[config.mk]
export PLATFORM = sky130hd
export DESIGN_NAME = i2s_frame_feeder
export DESIGN_NICKNAME = d
export VERILOG_FILES = /design/src/rtl/i2s_frame_feeder.sv
export SDC_FILE = /design/constraint.sdc
export NUM_CORES = 1
export LEC_CHECK = 0
export BUFFER_PORTS_ARGS = -buffer_cell sky130_fd_sc_hd__buf_2
export CAP_MARGIN = 20
export CELL_PAD_IN_SITES_DETAIL_PLACEMENT = 0
export CELL_PAD_IN_SITES_GLOBAL_PLACEMENT = 1
export CORE_MARGIN = 2
export CORE_UTILIZATION = 36
export CTS_CLUSTER_DIAMETER = 50
export DETAILED_ROUTE_END_ITERATION = 10
export GPL_ROUTABILITY_DRIVEN = 0
export HOLD_SLACK_MARGIN = 0.02
export PLACE_DENSITY_LB_ADDON = 0.1
export REMOVE_ABC_BUFFERS = 1
export SYNTH_ARGS = -nofsm -noshare
export SYNTH_HDL_FRONTEND = slang
export SYNTH_SLANG_ARGS = --single-unit
[constraint.sdc]
create_clock -name Clk -period 6.84 [get_ports Clk]
set_input_delay 2.052 -clock Clk [delete_from_list [all_inputs] [get_ports Clk]]
set_output_delay 2.052 -clock Clk [all_outputs]
set_load 0.05 [all_outputs]
[src/rtl/i2s_frame_feeder.sv]
// rtl/i2s_frame_feeder.sv - I2S frame feeder: stereo pair FIFO, SCLK/LRCLK divider, per-slot sample word
module i2s_frame_feeder #(
    parameter int SCLK_DIV   = 4,
    parameter int SAMPLE_W   = 24,
    parameter int FIFO_DEPTH = 8
) (
    input  logic                        Clk,
    input  logic                        Reset_n,
    input  logic                        in_valid,
    output logic                        in_ready,
    input  logic [SAMPLE_W-1:0]         in_left,
    input  logic [SAMPLE_W-1:0]         in_right,
    input  logic                        mute,
    output logic                        I2S_SCLK,
    output logic                        I2S_LRCLK,
    output logic [31:0]                 sample,
    output logic                        underrun,
    output logic [$clog2(FIFO_DEPTH):0] fill_level
);
    localparam int PW = $clog2(FIFO_DEPTH);
    localparam int FW = PW + 1;
    localparam int DW = $clog2(SCLK_DIV);
    localparam logic [DW-1:0] DIV_LAST  = DW'(SCLK_DIV - 1);
    localparam logic [FW-1:0] FILL_FULL = FW'(FIFO_DEPTH);

    logic [DW-1:0]       div_cnt_q, div_cnt_d;
    logic                sclk_q, sclk_d;
    logic                lrclk_q, lrclk_d;
    logic [5:0]          bit_cnt_q, bit_cnt_d;
    logic                started_q, started_d;
    logic [31:0]         sample_q, sample_d;
    logic [31:0]         hold_r_q, hold_r_d;
    logic                underrun_q, underrun_d;
    logic [FW-1:0]       fill_q, fill_d;
    logic [PW-1:0]       wr_ptr_q, wr_ptr_d;
    logic [PW-1:0]       rd_ptr_q, rd_ptr_d;
    logic [SAMPLE_W-1:0] mem_l [FIFO_DEPTH];
    logic [SAMPLE_W-1:0] mem_r [FIFO_DEPTH];

    logic div_term, sclk_fall, l_start, r_start, fifo_empty, do_push, do_pop;

    function automatic logic [31:0] lj(input logic [SAMPLE_W-1:0] x);
        return 32'(x) << (32 - SAMPLE_W);
    endfunction

    assign in_ready = (fill_q != FILL_FULL);

    always_comb begin
        div_term   = (div_cnt_q == DIV_LAST);
        sclk_fall  = div_term && sclk_q;
        // The very first fall after reset opens the left slot without advancing bit_cnt,
        // so every frame, including the first, has two full 32-bit slots.
        l_start    = sclk_fall && (!started_q || bit_cnt_q == 6'd63);
        r_start    = sclk_fall && started_q && bit_cnt_q == 6'd31;
        fifo_empty = (fill_q == '0);
        do_push    = in_valid && in_ready;
        do_pop     = l_start && !fifo_empty;

        div_cnt_d  = div_term ? '0 : div_cnt_q + DW'(1);
        sclk_d     = div_term ? !sclk_q : sclk_q;
        started_d  = started_q || sclk_fall;
        bit_cnt_d  = (sclk_fall && started_q) ? bit_cnt_q + 6'd1 : bit_cnt_q;
        lrclk_d    = bit_cnt_d[5];

        sample_d   = sample_q;
        hold_r_d   = hold_r_q;
        underrun_d = l_start && fifo_empty;
        if (do_pop) begin
            sample_d = mute ? '0 : lj(mem_l[rd_ptr_q]);
            hold_r_d = mute ? '0 : lj(mem_r[rd_ptr_q]);
        end else if (l_start) begin
            sample_d = '0;
            hold_r_d = '0;
        end else if (r_start) begin
            sample_d = hold_r_q;
        end

        wr_ptr_d = do_push ? wr_ptr_q + PW'(1) : wr_ptr_q;
        rd_ptr_d = do_pop  ? rd_ptr_q + PW'(1) : rd_ptr_q;
        fill_d   = fill_q + FW'(do_push) - FW'(do_pop);
    end

    always_ff @(posedge Clk or negedge Reset_n) begin
        if (!Reset_n) begin
            div_cnt_q  <= '0;
            sclk_q     <= 1'b0;
            lrclk_q    <= 1'b0;
            bit_cnt_q  <= '0;
            started_q  <= 1'b0;
            sample_q   <= '0;
            hold_r_q   <= '0;
            underrun_q <= 1'b0;
            fill_q     <= '0;
            wr_ptr_q   <= '0;
            rd_ptr_q   <= '0;
        end else begin
            div_cnt_q  <= div_cnt_d;
            sclk_q     <= sclk_d;
            lrclk_q    <= lrclk_d;
            bit_cnt_q  <= bit_cnt_d;
            started_q  <= started_d;
            sample_q   <= sample_d;
            hold_r_q   <= hold_r_d;
            underrun_q <= underrun_d;
            fill_q     <= fill_d;
            wr_ptr_q   <= wr_ptr_d;
            rd_ptr_q   <= rd_ptr_d;
        end
    end

    // Storage is not reset; the flushed pointers make stale entries unreachable.
    always_ff @(posedge Clk) begin
        if (do_push) begin
            mem_l[wr_ptr_q] <= in_left;
            mem_r[wr_ptr_q] <= in_right;
        end
    end

    assign I2S_SCLK   = sclk_q;
    assign I2S_LRCLK  = lrclk_q;
    assign sample     = sample_q;
    assign underrun   = underrun_q;
    assign fill_level = fill_q;

endmodule
==> impl_metrics.prom <==
# TYPE chip_impl_metric gauge
chip_impl_info{name="run_status",value="completed"} 1
chip_impl_info{name="crit-reg2reg-launch",value="started_q$_DFF_PN0_"} 1
chip_impl_metric{name="switching_power",unit="W"} 0.00189
chip_impl_metric{name="initial_util",unit="%"} 36.4
chip_impl_metric{name="worst-r2r-setup-slack",unit="ps"} 3760
chip_impl_metric{name="core_area",unit="um2"} 48700
chip_impl_metric{name="layout.area.seq",unit="um2"} 13300
chip_impl_metric{name="maxCapViolCount",unit=""} 0
chip_impl_metric{name="final_period_minus_worst_setup_slack",unit="ps"} 3750
chip_impl_metric{name="insertedDiodeCount",unit=""} 0
chip_impl_metric{name="place_ws",unit="ps"} 2500
chip_impl_metric{name="cp.arrival",unit="ps"} 1700
chip_impl_metric{name="slew_viol_final",unit=""} 0
chip_impl_metric{name="async_reset_ff_share",unit="%"} 15.2
chip_impl_metric{name="seq_power_share",unit="%"} 49.2
chip_impl_metric{name="internal-power",unit="W"} 0.00537
chip_impl_metric{name="comb_power_share",unit="%"} 13.5
chip_impl_info{name="cts_tree",value="done"} 1
chip_impl_info{name="setup.worst_path.class",value="reg2out"} 1
chip_impl_metric{name="power.share.switching",unit="%"} 26.0
chip_impl_metric{name="wl",unit="um"} 40000
chip_impl_metric{name="report.final.setup_viol",unit=""} 0
chip_impl_metric{name="cts_resized",unit=""} 0
chip_impl_metric{name="fin_skew",unit="ps"} 15.9
chip_impl_metric{name="final.period_utilization",unit="%"} 54.9
chip_impl_metric{name="dp_hpwl",unit="um"} 22300
chip_impl_metric{name="remaining_drc_errors",unit=""} 0
chip_impl_metric{name="synth-edff-count",unit=""} 384
chip_impl_metric{name="slew_headroom",unit="%"} 25.1
chip_impl_metric{name="worst_setup_hold_path_clk_slew",unit="ps"} 60
chip_impl_info{name="clk_root_buffer_cell",value="sky130_fd_sc_hd__clkbuf_16"} 1
chip_impl_metric{name="holdWs",unit="ps"} 442
chip_impl_metric{name="flow.area_growth_from_synthesis",unit="%"} 16.1
chip_impl_metric{name="grt_antenna_before_repair",unit=""} 0
chip_impl_metric{name="floorplan.die.width",unit="um"} 226
chip_impl_metric{name="tightestPinTransition",unit="ps"} 1120
chip_impl_metric{name="clock_tree.buffer_depth",unit=""} 3
chip_impl_metric{name="ctsHoldBuffers",unit=""} 0
chip_impl_info{name="endpoint",value="in_ready"} 1
chip_impl_info{name="synth_ff_type",value="sky130_fd_sc_hd__edfxtp_1"} 1
chip_impl_metric{name="num_vias",unit=""} 8503
chip_impl_metric{name="drt-vias-per-instance",unit=""} 4.97
chip_impl_metric{name="achievable-frequency",unit="MHz"} 266
chip_impl_metric{name="layout.filler_cells",unit=""} 4349
chip_impl_metric{name="netlist_instances",unit=""} 894
chip_impl_metric{name="io_pins",unit=""} 92
chip_impl_metric{name="grt_start_max_net_pins",unit=""} 70
chip_impl_metric{name="placedInstanceArea",unit="um2"} 18900
chip_impl_metric{name="tritoncts_num_sinks",unit=""} 453
chip_impl_metric{name="post_route_cells_drive_above_1_share",unit="%"} 27.8
chip_impl_metric{name="first_pass_iters",unit=""} 4
chip_impl_metric{name="global_route_wire_length_before_repair",unit="um"} 60500
chip_impl_metric{name="final_design_area_no_fill",unit="um2"} 20600
chip_impl_metric{name="grt_usage",unit="%"} 16.3
chip_impl_info{name="hold_path.class",value="reg2reg"} 1
chip_impl_metric{name="yosys_warnings",unit=""} 0
chip_impl_metric{name="post-route-worst-setup-slack",unit="ps"} 3090
chip_impl_metric{name="post_synth_instance_area",unit="um2"} 17700
chip_impl_metric{name="power.leakage",unit="nW"} 7.00
chip_impl_metric{name="combined_area_of_the_multi_input_logic_cells",unit="um2"} 4220
chip_impl_metric{name="vdd_ir_drop_max",unit="mV"} 0.164
chip_impl_metric{name="flip_flop_and_latch_count_after_synthesis",unit=""} 453
chip_impl_metric{name="first_global_vias",unit=""} 9135
chip_impl_metric{name="share_clk_of_total_power",unit="%"} 37.3
chip_impl_metric{name="routedWlPerCell",unit="um"} 23.4
chip_impl_metric{name="power-per-cell-area",unit="nW/um2"} 353
chip_impl_metric{name="utilization",unit="%"} 42.2
chip_impl_metric{name="worstSkewPairLatency",unit="ps"} 580
chip_impl_metric{name="fin_nets",unit=""} 1067
chip_impl_metric{name="gr-total-overflow",unit=""} 0
chip_impl_metric{name="first_iter_violations",unit=""} 466
chip_impl_metric{name="hold_viol_final",unit=""} 0
chip_impl_info{name="timing.critical_path.to_type",value="primary output"} 1
chip_impl_metric{name="h-tree-depth",unit=""} 2
chip_impl_metric{name="post_cts.repair.setup_buffers",unit=""} 0
chip_impl_info{name="critPathLaunch",value="fill_level[1]$_DFF_PN0_"} 1
chip_impl_info{name="worst_setup_sp_type",value="flop"} 1
chip_impl_metric{name="syn_area_per_cell",unit="um2"} 19.8
chip_impl_metric{name="cts_inserted_buffers",unit=""} 53
chip_impl_metric{name="crit_fanout",unit=""} 4
chip_impl_metric{name="dieArea",unit="um2"} 51100
chip_impl_metric{name="synth.distinct_cells",unit=""} 34
chip_impl_metric{name="synth_seq_area_share",unit="%"} 74.8
chip_impl_metric{name="critical_path_required",unit="ps"} 4790
chip_impl_info{name="r2r_end",value="fill_level[2]$_DFF_PN0_"} 1
chip_impl_metric{name="placement_rows",unit=""} 81
chip_impl_info{name="grt_setup_unrepaired",value="no"} 1
chip_impl_metric{name="reg2regPathDepth",unit=""} 8
chip_impl_metric{name="placement.io_buffers",unit=""} 83
chip_impl_metric{name="die_y",unit="um"} 226
chip_impl_metric{name="antenna_violating_nets_post_route",unit=""} 0
-- cell type report --
cell class | instances | area share (%)
clock buffer | 65 | 6.81
tap | 664 | 4.04
timing repair buffer | 105 | 2.83
sequential | 453 | 64.4
clock inverter | 31 | 1.34
inverter | 3 | 0.0547
multi-input combinational | 389 | 20.5
-- power by group through the flow --
stage / sequential (W) / combinational, W / clock, W
after CTS: 0.00358 / 0.00102 / 0.00279
final: 0.00357 / 0.000982 / 0.00271
after detailed placement: 0.00363 / 0.00102 / 0
after floorplan: 0.00374 / 0.000521 / 0
after global routing: 0.00361 / 0.00108 / 0.00290
after global placement: 0.00363 / 0.00102 / 0
-- cell usage in the layout (no fill, tap or decap), types with 8 or more instances in the layout --
cell type	n
sky130_fd_sc_hd__clkbuf_1	9
sky130_fd_sc_hd__mux4_1	30
sky130_fd_sc_hd__buf_4	23
sky130_fd_sc_hd__nor2_1	28
sky130_fd_sc_hd__dfrtp_1	66
sky130_fd_sc_hd__nand3_1	30
sky130_fd_sc_hd__clkinv_2	9
sky130_fd_sc_hd__o21ai_0	48
sky130_fd_sc_hd__nor2b_1	24
sky130_fd_sc_hd__mux2i_1	24
sky130_fd_sc_hd__a31oi_1	24
sky130_fd_sc_hd__mux4_2	66
sky130_fd_sc_hd__mux2_2	27
sky130_fd_sc_hd__clkbuf_16	53
sky130_fd_sc_hd__edfxtp_1	384
sky130_fd_sc_hd__clkinv_1	9
sky130_fd_sc_hd__ha_1	9
sky130_fd_sc_hd__nand2_1	32
sky130_fd_sc_hd__buf_2	82
sky130_fd_sc_hd__conb_1	8
-- registers in the layout, summed over array words and instances (netlist names), 2 cells and up --
| register | flops |
|---|---|
| mem_l | 192 |
| mem_r | 192 |
| hold_r_q | 24 |
| sample | 24 |
| bit_cnt_q | 5 |
| fill_level | 4 |
| rd_ptr_q | 3 |
| wr_ptr_q | 3 |
| div_cnt_q | 2 |
-- worst min-delay path by stage --
stage / startpoint / to / slack (ps) / cells past startpoint
after floorplan: div_cnt_q[0]$_DFF_PN0_ / div_cnt_q[0]$_DFF_PN0_ / 400 / 1
after global placement: div_cnt_q[0]$_DFF_PN0_ / div_cnt_q[0]$_DFF_PN0_ / 410 / 1
after detailed placement: div_cnt_q[0]$_DFF_PN0_ / div_cnt_q[0]$_DFF_PN0_ / 420 / 1
after CTS: div_cnt_q[0]$_DFF_PN0_ / div_cnt_q[0]$_DFF_PN0_ / 450 / 1
after global routing: div_cnt_q[0]$_DFF_PN0_ / div_cnt_q[0]$_DFF_PN0_ / 480 / 1
final: div_cnt_q[0]$_DFF_PN0_ / div_cnt_q[0]$_DFF_PN0_ / 440 / 1
-- critical path, cell delays in order (launching register included) --
cell	delay, ps
sky130_fd_sc_hd__dfrtp_1	410
sky130_fd_sc_hd__nor2_1	280
sky130_fd_sc_hd__nand2_1	180
sky130_fd_sc_hd__buf_2	250
-- metrics by stage --
| stage | setup TNS [ps] | instances | power (W) |
|---|---|---|---|
| after floorplan | -27220 | 845 | 0.00426 |
| after global placement | 0 | 1614 | 0.00464 |
| after detailed placement | 0 | 1614 | 0.00465 |
| after CTS | 0 | 1710 | 0.00739 |
| after global routing | 0 | 1710 | 0.00759 |
| final | 0 | 1710 | 0.00726 |
-- cell usage after synthesis, types with 2 or more instances --
| master | n | area [um2] |
|---|---|---|
| sky130_fd_sc_hd__xor2_1 | 6 | 52.6 |
| sky130_fd_sc_hd__nor3_1 | 4 | 20.0 |
| sky130_fd_sc_hd__buf_6 | 5 | 56.3 |
| sky130_fd_sc_hd__inv_1 | 3 | 11.3 |
| sky130_fd_sc_hd__nand2_1 | 32 | 120 |
| sky130_fd_sc_hd__o21ai_0 | 48 | 240 |
| sky130_fd_sc_hd__mux2_2 | 27 | 304 |
| sky130_fd_sc_hd__buf_2 | 24 | 120 |
| sky130_fd_sc_hd__xnor2_1 | 7 | 61.3 |
| sky130_fd_sc_hd__a21oi_1 | 3 | 15.0 |
| sky130_fd_sc_hd__mux4_2 | 66 | 1490 |
| sky130_fd_sc_hd__mux4_1 | 30 | 788 |
| sky130_fd_sc_hd__a31oi_1 | 24 | 150 |
| sky130_fd_sc_hd__dfrtp_1 | 69 | 1730 |
| sky130_fd_sc_hd__and3_1 | 2 | 12.5 |
| sky130_fd_sc_hd__ha_1 | 9 | 113 |
| sky130_fd_sc_hd__buf_4 | 13 | 97.6 |
| sky130_fd_sc_hd__nand2b_1 | 3 | 18.8 |
| sky130_fd_sc_hd__nor2_1 | 31 | 116 |
| sky130_fd_sc_hd__a21o_1 | 2 | 15.0 |
| sky130_fd_sc_hd__edfxtp_1 | 384 | 11500 |
| sky130_fd_sc_hd__clkbuf_1 | 14 | 52.6 |
| sky130_fd_sc_hd__nor2b_1 | 24 | 150 |
| sky130_fd_sc_hd__nand3_1 | 30 | 150 |
| sky130_fd_sc_hd__a21oi_2 | 2 | 17.5 |
| sky130_fd_sc_hd__mux2i_1 | 24 | 240 |
-- kinds of logic (layout without fill, tap and decap cells) --
group | Yosys count | in the layout | share of synthesized area (%)
flip-flops | 453 | 453 | 74.8
multiplexers | 147 | 147 | 15.9
AND/OR/NAND/NOR | 132 | 132 | 3.56
AO/OA/AOI/OAI | 79 | 79 | 2.47
buffers and inverters | 59 | 204 | 1.91
XOR/XNOR | 13 | 13 | 0.642
adder cells (fa/ha/maj) | 10 | 10 | 0.748
other | 1 | 8 | 0.0211
-- metal layers --
layer	track usage [%]	part of all wire, %	up-vias
met4	5.38	2.3	0
met5	0	0	-
met2	25.9	47	159
met1	23.1	47	4464
li1	-	-	3813
met3	2.58	3.9	67
Note: power is estimated with default switching activity, not from simulation.
